`config.mk`:
```
export PLATFORM = sky130hd
export DESIGN_NAME = vga_scan_timing
export DESIGN_NICKNAME = d
export VERILOG_FILES = /design/src/rtl/vga_scan_timing.sv
export SDC_FILE = /design/constraint.sdc
export NUM_CORES = 1
export LEC_CHECK = 0
export ABC_AREA = 1
export BUFFER_PORTS_ARGS = -buffer_cell sky130_fd_sc_hd__buf_2
export CORE_AREA = 4 4 71 60
export DETAILED_ROUTE_END_ITERATION = 16
export DIE_AREA = 0 0 75 64
export PLACE_DENSITY = 0.74
export SETUP_SLACK_MARGIN = 0.3
export SYNTH_ARGS = -nofsm -noshare
export SYNTH_HDL_FRONTEND = slang
export SYNTH_SLANG_ARGS = --single-unit
export TNS_END_PERCENT = 50
```
`constraint.sdc`:
```
create_clock -name clk -period 1.4 [get_ports clk]
set_input_delay 0.07 -clock clk [delete_from_list [all_inputs] [get_ports clk]]
set_output_delay 0.07 -clock clk [all_outputs]
set_load 0.05 [all_outputs]
```
`src/rtl/vga_scan_timing.sv`:
```
// Raster scan generator: H/V counters for the pixel sources, plus sync/blank
// delayed to line up with the source pipeline before the registered VGA pins.
module vga_scan_timing #(
    parameter int unsigned H_VISIBLE     = 640,
    parameter int unsigned H_FRONT       = 16,
    parameter int unsigned H_SYNC        = 96,
    parameter int unsigned H_BACK        = 48,
    parameter int unsigned V_VISIBLE     = 480,
    parameter int unsigned V_FRONT       = 10,
    parameter int unsigned V_SYNC        = 2,
    parameter int unsigned V_BACK        = 33,
    parameter bit          SYNC_ACTIVE   = 1'b0,
    parameter int unsigned PIXEL_LATENCY = 1
) (
    input  logic        clk,
    input  logic        reset,
    input  logic        pix_ce,
    output logic [10:0] PIXEL_H,
    output logic [10:0] PIXEL_V,
    output logic        video_on,
    output logic        frame_start,
    input  logic [2:0]  PIXEL,
    output logic [2:0]  vga_rgb,
    output logic        vga_hsync,
    output logic        vga_vsync
);

    localparam int unsigned CW       = 11;
    localparam int unsigned H_TOTAL  = H_VISIBLE + H_FRONT + H_SYNC + H_BACK;
    localparam int unsigned V_TOTAL  = V_VISIBLE + V_FRONT + V_SYNC + V_BACK;
    localparam int unsigned HS_START = H_VISIBLE + H_FRONT;
    localparam int unsigned HS_END   = HS_START + H_SYNC - 1;
    localparam int unsigned VS_START = V_VISIBLE + V_FRONT;
    localparam int unsigned VS_END   = VS_START + V_SYNC - 1;
    // Stages ahead of the output register; the output register is the last stage.
    localparam int unsigned DLY      = (PIXEL_LATENCY > 1) ? PIXEL_LATENCY - 1 : 1;

    if (H_TOTAL > 2048 || V_TOTAL > 2048 || PIXEL_LATENCY < 1 || PIXEL_LATENCY > 4)
    begin : g_bad_param
        $error("vga_scan_timing: illegal geometry or PIXEL_LATENCY");
    end

    logic [CW-1:0] r_h_cnt;
    logic [CW-1:0] r_v_cnt;
    logic          r_video_on;
    logic          r_frame_start;
    logic [2:0]    r_dly [DLY];
    logic [2:0]    r_rgb;
    logic          r_hsync;
    logic          r_vsync;

    logic          w_h_last;
    logic          w_v_last;
    logic [CW-1:0] w_h_next;
    logic [CW-1:0] w_v_next;
    logic          w_vis;
    logic          w_vis_next;
    logic          w_hs;
    logic          w_vs;
    logic [2:0]    w_raw;
    logic [2:0]    w_last;

    // Next counter values; line advances on the same tick the column wraps.
    always_comb begin
        w_h_last = (r_h_cnt == CW'(H_TOTAL - 1));
        w_v_last = (r_v_cnt == CW'(V_TOTAL - 1));
        w_h_next = w_h_last ? '0 : r_h_cnt + CW'(1);
        w_v_next = r_v_cnt;
        if (w_h_last) begin
            w_v_next = w_v_last ? '0 : r_v_cnt + CW'(1);
        end
    end

    assign w_vis      = (r_h_cnt < CW'(H_VISIBLE)) && (r_v_cnt < CW'(V_VISIBLE));
    assign w_vis_next = (w_h_next < CW'(H_VISIBLE)) && (w_v_next < CW'(V_VISIBLE));
    assign w_hs       = (r_h_cnt >= CW'(HS_START)) && (r_h_cnt <= CW'(HS_END));
    assign w_vs       = (r_v_cnt >= CW'(VS_START)) && (r_v_cnt <= CW'(VS_END));

    // {vis, hs, vs} as seen by the output register
    assign w_raw  = {w_vis, w_hs, w_vs};
    assign w_last = (PIXEL_LATENCY == 1) ? w_raw : r_dly[DLY-1];

    always_ff @(posedge clk) begin
        if (reset) begin
            r_h_cnt       <= '0;
            r_v_cnt       <= '0;
            r_video_on    <= 1'b0;
            r_frame_start <= 1'b0;
            for (int unsigned i = 0; i < DLY; i++) begin
                r_dly[i] <= 3'b000;
            end
            r_rgb   <= 3'b000;
            r_hsync <= ~SYNC_ACTIVE;
            r_vsync <= ~SYNC_ACTIVE;
        end else begin
            r_frame_start <= 1'b0;
            if (pix_ce) begin
                r_h_cnt       <= w_h_next;
                r_v_cnt       <= w_v_next;
                r_video_on    <= w_vis_next;
                r_frame_start <= w_h_last && w_v_last;
                r_dly[0]      <= w_raw;
                for (int unsigned i = 1; i < DLY; i++) begin
                    r_dly[i] <= r_dly[i-1];
                end
                r_rgb   <= w_last[2] ? PIXEL : 3'b000;
                r_hsync <= w_last[1] ? SYNC_ACTIVE : ~SYNC_ACTIVE;
                r_vsync <= w_last[0] ? SYNC_ACTIVE : ~SYNC_ACTIVE;
            end
        end
    end

    assign PIXEL_H     = r_h_cnt;
    assign PIXEL_V     = r_v_cnt;
    assign video_on    = r_video_on;
    assign frame_start = r_frame_start;
    assign vga_rgb     = r_rgb;
    assign vga_hsync   = r_hsync;
    assign vga_vsync   = r_vsync;

endmodule

```
==> Word-level counts from Yosys, hierarchy flattened <==
Cells that the tools add are included.
W data, S select, Z words.
{ "totals": {"register_bits": 29, "inputBits": 6, "out_inout_bits": 29, "word_cells": 32} }
{ "op_classes": {"add_sub_neg": 2, "n_lt_le_gt_ge": 8, "eq_ne": 2, "muxes": 6, "n_bitwise": 1, "n_reduce_logical": 6} }
{ "ops": {"columns": ["operator", "n"], "rows": [
  ["$mux W11", 3],
  ["$add A11 B1 Y11 const B", 2],
  ["$eq A11 B10 Y1 const B", 2],
  ["$lt A11 B10 Y1 const B", 2],
  ["$lt A11 B9 Y1 const B", 2],
  ["$ge A11 B10 Y1 const B", 1],
  ["$ge A11 B9 Y1 const B", 1],
  ["$le A11 B10 Y1 const B", 1],
  ["$le A11 B9 Y1 const B", 1],
  ["$logic_and A1 B1 Y1", 5],
  ["$mux W3", 1],
  ["$mux W1", 2],
  ["$reduce_or A2 Y1", 1],
  ["$not A1 Y1", 1]
]} }

==> Logic depth before layout (Yosys ltp) <==
Gate-level depths: netlist of the first run.
{ "logic_depth": {"ltp_word": 5, "mapped_depth": 12, "depth_no_buf": 12} }

==> Worst setup path before layout of the first run <==
No wires, ideal clock.
{ "synth_path": {"path_kind": "reg-to-reg", "start": "register r_v_cnt[0] (netlist: PIXEL_V[0])", "end": "register r_video_on (netlist: video_on)", "setup_ns": 0.132, "t_arrival_ns": 1.803, "required_time_ns": 1.268, "slack_ns": -0.535, "stages_incl_launch_ff": 13, "path_buffers": 0, "synth_period_minus_slack_ns": 1.935, "cell_sequence": "dfxtp_1 ha_1 inv_1 nor2_1 nand2_1 nand2_1 nand2_1 nand2_1 nand2_1 nor2_1 nand3_2 nand3_1 a21oi_1"} }
{ "synth_between": {"elab_chain_len": 5, "word_cells_on_any_way": 6, "cone_classes": "add/sub: 1; order compare: 1; eq/ne: 1; mux: 2; reduce/logical: 1"} }
{ "synth_rtl": {"columns": ["element", "line_no", "source"], "rows": [
  ["start: declaration", "44", "logic [CW-1:0] r_v_cnt;"],
  ["start signal: assignment", "99", "r_v_cnt <= w_v_next;"],
  ["$add A11 B1 Y11 or $eq A11 B10 Y1 (tied branches)", "70, 66", null],
  ["$mux W11", "70", "w_v_next = w_v_last ? '0 : r_v_cnt + CW'(1);"],
  ["$mux W11 (*)", "69", "if (w_h_last) begin"],
  ["$lt A11 B9 Y1 (*)", "75", "assign w_vis_next = (w_h_next < CW'(H_VISIBLE)) && (w_v_next < CW'(V_VISIBLE));"],
  ["$logic_and A1 B1 Y1 (*)", "75", null],
  ["end signal: assignment", "100", "r_video_on <= w_vis_next;"],
  ["end: declaration", "45", "logic r_video_on;"]
]} }
Mark *: on every way between the ends. The rest lies on a longest branch, timed or not.
A chain may end at the register's enable or synchronous reset.

==> Worst setup path in the final report of the first run <==
{ "layout_path": {"start": "register r_h_cnt[0] (netlist: PIXEL_H[0])", "end": "register r_video_on (netlist: video_on)"} }
{ "layout_between": {"elab_chain_len": 4, "word_cells_on_any_way": 7, "cone_classes": "add/sub: 1; order compare: 2; eq/ne: 1; mux: 2; reduce/logical: 1"} }
{ "layout_rtl": {"columns": ["element", "line_no", "source"], "rows": [
  ["start: declaration", "43", "logic [CW-1:0] r_h_cnt;"],
  ["start signal: assignment", "98", "r_h_cnt <= w_h_next;"],
  ["$add A11 B1 Y11 or $eq A11 B10 Y1 (tied branches)", "67, 65", null],
  ["$mux W11, on equally long branches", "67, 69", null],
  ["$lt A11 B10 Y1 or $lt A11 B9 Y1 (tied branches)", "75", null],
  ["$logic_and A1 B1 Y1 (*)", "75", null]
]} }
Marks and branches as above.

==> flow_summary.yaml, run 1 <==
synthesis:
  synthTopCellsByArea: "dfxtp_1 (34%), nand2_1 (14%), inv_1 (6.9%), nor2_1 (6.2%), a21oi_1 (5.3%)"
  synth_top_area_cell: "dfxtp_1"
  postSynthCellCount: 250
  synth_seq_cells: 29
  synth_nets: 259
  yosys_warnings: 0
  synth.distinct_cells: 32
  ys.flop_type: "dfxtp_1"
  avgSynthCellArea_um2: 6.76
  synth_edf_count: 0
  ys_async_sr_fraction: 0
  ys_seq_area_frac: 0.343
  netlist_area_um2: 1690
  synth_top_cell_area_share: 0.343
setup_path:
  critPathMaxFanout: 5
  r2r.worst_path.cells: 10
  critPathArrivalTime_ps: 1720
  r2r_slack_ps: -110
  cp-end-kind: "flip-flop"
  critPathLaunchType: "flip-flop"
  r2r-end: "video_on"
  startpoint: "PIXEL_H[0]"
  worstPathRequired_ps: 1610
  r2r_start: "PIXEL_H[0]"
  worst-setup-path-type: "reg2reg"
timing:
  tightest_slew_ps: 461
  rsz0062_at_grt: "true"
  slew_headroom: 0.692
  min_period_ps: 1510
  drv_slew: 0
  setup_slack_ps: -109
  clock_skew_ps: 4.43
  hold_viol_final: 0
  setup_violations: 12
  whs_ps: 52.1
  fin_tns_setup_ps: -645
  finalCritPeriodShare: 1.08
  fmax_mhz: 663
die:
  die_area_um2: 4800
  rows: 20
  die_h_um: 64
  num_io_pins: 35
  die_w_um: 75
  core_area_um2: 3630
  start_util: 0.466
pwr:
  p_leak_nw: 1.22
  powerDensity_nw_per_um2: 748
  vdd.ir_drop.worst_mv: 0.860
  finalPower_mw: 1.98
place:
  placed_area_um2: 2270
  place_ws_ps: -61.2
  place.gp.congestion: 0.909
  placedCellCount: 354
  io_buffers: 34
  dp_hpwl_mm: 3.52
global_routing:
  grt_pass1_vias: 1811
  overflow: 0
  grt_antenna_before_repair: 0
  grt_first_pass_wirelength_mm: 8.58
  grt_max_degree: 19
  grt_util_all_layers: 0.230
drt:
  finalWirelength_mm: 5.50
  route.detailed.wl_per_inst_um: 14.9
  drtPass1Iterations: 4
  drc: 0
  dr_total_vias: 2004
  ant_nets: 0
  viasPerCell: 5.43
  drt_iter0_markers: 175
clock_tree:
  clock_path_buffers: 2
  cts_root_buffer: "clkbuf_8"
  cts_hold_buf: 0
  clkTransAtPathRegs_ps: 60
  clk_latency_ps: 270
  cts_tree: "done"
  cts.sink_count: 29
  ctsHtreeMaxLevel: 2
  cts_buffers: 5
worst_hold_path:
  min_path_cells: 3
  worst_hold_path_type: "in2reg"
  hp-start: "PIXEL[2]"
  hold_path_end: "vga_rgb[2]"
finish:
  drive_above_1_share: 0.514
  nNetsFinal: 333
  layoutNonFillerInstCount: 369
  final_util: 0.730
  syn_to_final_growth_pct: 56.8
  antennaDiodeCount: 0
  design_area_um2: 2650
run:
  drv_cap: 0
run_status:
  outcome: "finished, violations left"
  violations: "setup timing"
worst max path at each step:
stage / depth (start not counted) / to / slack, ps
6_report: 10 / video_on / -110
3_5_place_dp: 9 / video_on / -60
4_1_cts: 11 / video_on / -60
5_1_grt: 11 / video_on / -230
3_3_place_gp: 9 / video_on / -50
2_1_floorplan: 10 / video_on / -60
placed cells by master, fill, tap and decap left out, types with 2 or more instances in the layout:
cell type  count
ha_4           2
nand2_2       11
clkbuf_8       5
dfxtp_2        6
nand4_1        5
nand3_2        4
nand3_1       11
o21ai_1        3
nor2_4         7
buf_6          4
nand2_4        4
o21ai_0       11
inv_1         27
nor3_1         2
clkbuf_4       5
nand3_4        2
dfxtp_1        7
o21ai_2        3
nor3b_2        2
xor2_1         4
a21oi_2        8
buf_2         27
nor3_2         3
nor2_8         2
nor3_4         3
dfxtp_4       16
a21oi_1       10
buf_4         36
nand2_1       51
nor2_1        18
a211oi_2       3
inv_2          3
clkbuf_1       3
nor2_2         6
final cells by class:
cell class	count	area (um^2)
flip-flops and latches	29	648
fillers	267	978
repair buffers	72	488
well taps	44	55.1
clock buffers	8	80.1
inverters	31	121
multi-input cells	185	1260
sequential cells by signal, summed over array words and instances (netlist names):
register	cells
PIXEL_H	11
PIXEL_V	11
vga_rgb	3
frame_start	1
vga_hsync	1
vga_vsync	1
video_on	1
synth_stat cells, types with 2 or more instances:
cell type  count
a211oi_1       3
a21oi_1       18
clkbuf_1       5
dfxtp_1       29
ha_1           3
inv_1         31
nand2_1       62
nand2_2        2
nand2_4        3
nand3_1       15
nand3_2        2
nand4_1        5
nor2_1        28
nor2_8         2
nor3_1         7
o21ai_0       15
o21ai_1        2
xor2_1         4
layer usage:
layer | part of all wire | wire length (um) | track usage | vias up
li1 | - | - | - | 971
met1 | 0.46 | 2540 | 0.352 | 927
met2 | 0.43 | 2390 | 0.318 | 94
met3 | 0.085 | 468 | 0.0472 | 12
met4 | 0.019 | 105 | 0.0644 | 0
met5 | 0 | 0 | 0 | -
critical path, cell delays in order (launching register included):
cell and delay (ps):
dfxtp_4 370, ha_4 150, inv_6 40, nor2_8 110, nand2_4 100, nor2_4 190, buf_4 150, o21ai_2 60
nor2_1 100, nand3_1 70, a21oi_1 110
cell families (layout without fill, tap and decap cells):
family | after synthesis | after routing | synth area share
and+or+nand+nor | 134 | 135 | 0.389
buffers and inverters | 37 | 111 | 0.0829
DFF | 29 | 29 | 0.343
xor gates and xnor gates | 4 | 4 | 0.0207
AOI/OAI and AO/OA | 43 | 43 | 0.141
adders and majority gates | 3 | 3 | 0.0222
timing repair:
action	CTS	global route
pin swaps	23	16
buffers inserted	4	2
resized for setup	33	36
endpoints found under the hold margin	0	0
endpoints found under the setup margin	29	33
cloned	1	0
report_power, final:
part           internal, mW  switching, mW
combinational         0.151          0.305
clock                 0.352          0.294
sequential            0.842         0.0372
total                  1.35          0.636
Power figures use the tool's default switching activity.
==> run 2: changes to the inputs <==
Settings changed: CELL_PAD_IN_SITES_DETAIL_PLACEMENT set to 2, CELL_PAD_IN_SITES_GLOBAL_PLACEMENT set to 2, CORE_AREA 4 4 71 60 to 4 4 96 80, DIE_AREA 0 0 75 64 to 0 0 100 84, PLACE_DENSITY 0.74 to not set, PLACE_DENSITY_LB_ADDON set to 0.1.
==> flow_summary.yaml, run 2 (synthesis gave the netlist of run 1 again) <==
run_status:
  outcome: "finished, violations left"
  violations: "setup timing"
finish:
  drive_above_1_share: 0.543
  design_area_um2: 2880
  antennaDiodeCount: 0
  nNetsFinal: 347
  layout_common_cells: "buf_4 (49), nand2_1 (46), inv_1 (25)"
  syn_to_final_growth_pct: 70.6
  fill_cells: 781
  final_common_cell: "buf_4"
pwr:
  switchingPower_mw: 0.700
  vdd.ir_drop.worst_mv: 0.330
  p_leak_nw: 1.33
  internal_power_mw: 1.42
  clkPwrFrac: 0.351
  powerDensity_nw_per_um2: 736
  p_seq_frac: 0.416
  swShare: 0.330
  power.share.combinational: 0.233
timing:
  slew_headroom: 0.748
  setup_violations: 17
  hold_viol_final: 0
  tightest_slew_ps: 378
  finalCritPeriodShare: 1.14
  setup_slack_ps: -199
  drv_slew: 0
  whs_ps: 40.4
  fmax_mhz: 626
  rsz0062_at_grt: "true"
  min_period_ps: 1600
  clock_skew_ps: 5.90
setup_path:
  r2r.worst_path.cells: 10
  timing.critical_path.max_delay_family: "simple AND/OR/NAND/NOR gates"
  worst-setup-path-type: "reg2reg"
  cpMaxStageDelayCell: "dfxtp_4"
  cp-end-kind: "flip-flop"
  r2r-end: "video_on"
  cp_cell_sequence: "ha_4 > inv_4 > nor2_8 > nand2_4 > nor2_4 > buf_4 > o21ai_2 > nor2_1 > nand3_1 > a21oi_1"
  r2r_slack_ps: -200
  critPathArrivalTime_ps: 1820
  critPathMaxFanout: 5
  worstPathRequired_ps: 1620
  critPathLaunchType: "flip-flop"
  r2r_start: "PIXEL_H[0]"
  critical-path-max-stage-delay_ps: 370
  path_buf_inv: 2
die:
  die_h_um: 84
  die_w_um: 100
  num_io_pins: 35
  die_area_um2: 8400
  core_area_um2: 6720
  rows: 27
  start_util: 0.251
drt:
  drtPass1Iterations: 4
  viasPerCell: 4.77
  route.detailed.wl_per_inst_um: 16.7
  ant_nets: 0
  dr_total_vias: 2031
  drc: 0
  finalWirelength_mm: 7.12
  drt_iter0_markers: 44
clock_tree:
  cts_buffers: 5
  clk_latency_ps: 280
  clock_path_buffers: 2
  ctsHtreeMaxLevel: 2
  cts_root_buffer: "clkbuf_8"
  cts.sink_count: 29
  cts_hold_buf: 0
  cts_tree: "done"
  clkTransAtPathRegs_ps: 70
place:
  placed_area_um2: 2420
  place.gp.congestion: 0.763
  dp_hpwl_mm: 5.02
  io_buffers: 34
worst_hold_path:
  min_path_cells: 3
  hp-start: "PIXEL[2]"
  hold_path_end: "vga_rgb[2]"
  worst_hold_path_type: "in2reg"
global_routing:
  overflow: 0
  grt_pass1_vias: 2139
  grt_util_all_layers: 0.169
  grt_antenna_before_repair: 0
  grt_max_degree: 27
  grt_first_pass_wirelength_mm: 11.3
run:
  drv_cap: 0
[run 2: cell types whose count changed in the layout (fill, tap and decap cells not counted), moves of 5 or more]
| cell | previous run | this run |
|---|---|---|
| nand2_4 | 4 | 9 |
| buf_4 | 36 | 49 |
| buf_6 | 4 | 9 |
| buf_2 | 27 | 21 |
| nand2_1 | 51 | 46 |
[run 2: area by class of cell]
type | instances | area, um^2 | area share
clock buffer | 8 | 90.1 | 0.0312
inverter | 31 | 126 | 0.0438
multi-input combinational | 185 | 1270 | 0.441
sequential | 29 | 646 | 0.224
tap | 87 | 109 | 0.0377
timing repair buffer | 86 | 642 | 0.223
[run 2: metal layers]
metal / share of wire / global-route usage / wire length (um)
met1: 0.48 / 0.237 / 3390
met2: 0.48 / 0.272 / 3450
met3: 0.032 / 0.0284 / 231
met4: 0.0073 / 0.0294 / 52
met5: 0 / 0 / 0
[run 2: worst reg2reg max path: stages, from the launching register on]
cell     delay, ps
dfxtp_4        370
ha_4           140
inv_4           50
nor2_8         130
nand2_4        110
nor2_4         220
buf_4          150
o21ai_2         60
nor2_1         100
nand3_1         90
a21oi_1        130
[run 2: timing repair]
item,CTS,global route
endpoints found under the setup margin,35,37
gates cloned,1,0
pin swaps,17,19
setup buffers,2,4
resized for setup,46,45
[run 2: power by group through the flow]
stage | clock network, mW | logic [mW] | registers, mW
after floorplan | 0 | 0.135 | 1.02
after detailed placement | 0 | 0.424 | 0.898
after global placement | 0 | 0.416 | 0.896
final | 0.745 | 0.495 | 0.882
after CTS | 0.783 | 0.461 | 0.881
after global routing | 0.817 | 0.535 | 0.888
[run 2: per-stage QoR]
stage / setup WS (ps) / total power [mW] / utilization / instances / TNS [ps]
after CTS: -173 / 2.13 / 0.401 / 422 / -1310
after detailed placement: -164 / 1.32 / 0.361 / 411 / -895
after global placement: -132 / 1.31 / 0.361 / 411 / -638
after global routing: -289 / 2.24 / 0.429 / 426 / -3310
after floorplan: -60.9 / 1.16 / - / 250 / -203
final: -199 / 2.12 / 0.429 / 426 / -1450
[run 2: worst max-delay path by stage]
stage | startpoint | to | depth (start not counted)
3_5_place_dp | PIXEL_H[1] | video_on | 11
6_report | PIXEL_H[0] | video_on | 10
2_1_floorplan | PIXEL_H[1] | video_on | 10
3_3_place_gp | PIXEL_H[1] | video_on | 9
4_1_cts | PIXEL_H[0] | PIXEL_V[4] | 8
5_1_grt | PIXEL_H[0] | video_on | 11
==> run 3: changes to the inputs <==
Settings changed: CORE_AREA 4 4 96 80 to 4 4 59 115, DIE_AREA 0 0 100 84 to 0 0 63 119.
Clock period 1.4 ns to 1.8 ns, I/O delays scaled along.
==> flow_summary.yaml, run 3 (synthesis gave the netlist of run 1 again) <==
die:
  start_util: 0.284
  rows: 40
  num_io_pins: 35
  die_h_um: 119
  die_w_um: 63
  die_area_um2: 7500
  core_area_um2: 5960
finish:
  regArea_um2: 623
  multi_input_area_um2: 1150
  fill_cells: 735
  syn_to_final_growth_pct: 41.2
  nNetsFinal: 307
  antennaDiodeCount: 0
  layout_common_cells: "nand2_1 (55), buf_2 (34), inv_1 (28)"
  final_common_cell: "nand2_1"
  drive_above_1_share: 0.395
drt:
  ant_nets: 0
  drtPass1Iterations: 4
  dr_total_vias: 1916
  route.detailed.wl_per_inst_um: 18.5
  drc: 0
  finalWirelength_mm: 6.71
  drt_iter0_markers: 59
  viasPerCell: 5.29
pwr:
  powerDensity_nw_per_um2: 777
  swShare: 0.307
  p_leak_nw: 1.10
  internal_power_mw: 1.28
  vdd.ir_drop.worst_mv: 0.499
  p_seq_frac: 0.376
  power.share.combinational: 0.158
  switchingPower_mw: 0.570
  clkPwrFrac: 0.466
timing:
  clock_skew_ps: 2.87
  min_period_ps: 1590
  fin_tns_setup_ps: 0
  fmax_mhz: 629
  setup_slack_ps: 211
  drv_slew: 0
  rsz0062_at_grt: "true"
  setup_violations: 0
  finalCritPeriodShare: 0.883
  tightest_slew_ps: 467
  slew_headroom: 0.686
  hold_viol_final: 0
setup_path:
  critPathLaunchType: "flip-flop"
  path_buf_inv: 0
  critPathMaxFanout: 7
  cp_cell_sequence: "nand2_1 > nor2_2 > nand3_4 > o21ai_1 > nand3_1 > nand2_2 > nand3_2 > a21oi_2"
  timing.critical_path.max_delay_family: "simple AND/OR/NAND/NOR gates"
  cp-end-kind: "flip-flop"
  critPathArrivalTime_ps: 1800
  worstPathRequired_ps: 2010
  cp.depth: 8
  r2r.worst_path.cells: 8
  worst-setup-path-type: "reg2reg"
  critical-path-max-stage-delay_ps: 370
  cpMaxStageDelayCell: "dfxtp_2"
worst_hold_path:
  min_path_cells: 3
  worst_hold_path_type: "in2reg"
global_routing:
  grt_antenna_before_repair: 0
  grt_max_degree: 31
  grt_pass1_vias: 2113
  overflow: 0
  grt_first_pass_wirelength_mm: 10.8
  grt_util_all_layers: 0.187
clock_tree:
  cts.sink_count: 29
  clock_path_buffers: 2
  cts_tree: "done"
  cts_root_buffer: "clkbuf_16"
  cts_hold_buf: 0
  clk_latency_ps: 280
  ctsHtreeMaxLevel: 2
  cts_buffers: 5
  clkTransAtPathRegs_ps: 50
place:
  dp_hpwl_mm: 4.92
  place_ws_ps: 175
  io_buffers: 34
  place.gp.congestion: 0.784
run_status:
  outcome: "finished clean"
run:
  drv_cap: 0
run 3: cell count changes in the layout (fill, tap and decap cells not counted), sizes merged:
cell and delta:
clkinv +2, clkbuf -7, buf -35
run 3: path summary, 6_finish.rpt:
kind | from | endpoint | slack, ps
worst max-delay path | PIXEL_H[8] | video_on | 210
worst min-delay path | PIXEL[1] | vga_rgb[1] | 60
worst max register to register | PIXEL_H[8] | video_on | 210
worst min register to register | vga_vsync | vga_vsync | 470
run 3: tightest hold or removal path, stage by stage:
cell and delay [ps]:
buf_2 90, nand2_1 50, a21oi_1 50
run 3: area by class of cell:
cell class / count / area share
inverter: 31 / 0.0498
sequential: 29 / 0.261
tap: 63 / 0.0330
clock inverter: 2 / 0.00367
multi-input combinational: 185 / 0.483
timing repair buffer: 46 / 0.111
clock buffer: 6 / 0.0582
run 3: routing by layer:
| layer | share of wire | routed length [um] | global-route usage | up-vias |
|---|---|---|---|---|
| met2 | 0.59 | 3960 | 0.388 | 39 |
| met3 | 0.032 | 218 | 0.0302 | 15 |
| met4 | 0.031 | 211 | 0.0802 | 0 |
| li1 | - | - | - | 924 |
| met5 | 0 | 0 | 0 | - |
| met1 | 0.35 | 2320 | 0.167 | 938 |
run 3: timing repair:
item | CTS | global route
gates cloned | 1 | 0
gates resized for setup | 8 | 29
setup endpoints to repair | 10 | 16
pin swaps | 4 | 10
buffers inserted | 3 | 3
run 3: power groups by stage:
stage	sequential [mW]	combinational (mW)	clock (mW)
floorplan	0.802	0.103	0
global placement	0.710	0.276	0
detailed placement	0.711	0.281	0
CTS	0.697	0.286	0.892
global route	0.703	0.319	0.912
finish	0.698	0.294	0.864
run 3: metrics by stage:
stage	instances	power (mW)	cell area (um^2)	hold slack (ps)	utilization
detailed placement	347	0.992	2040	352	0.343
global placement	347	0.986	2040	340	0.343
CTS	359	1.88	2250	54.5	0.378
finish	362	1.86	2390	57.7	0.401
global route	362	1.93	2390	62.6	0.401
floorplan	250	0.904	1770	231	-
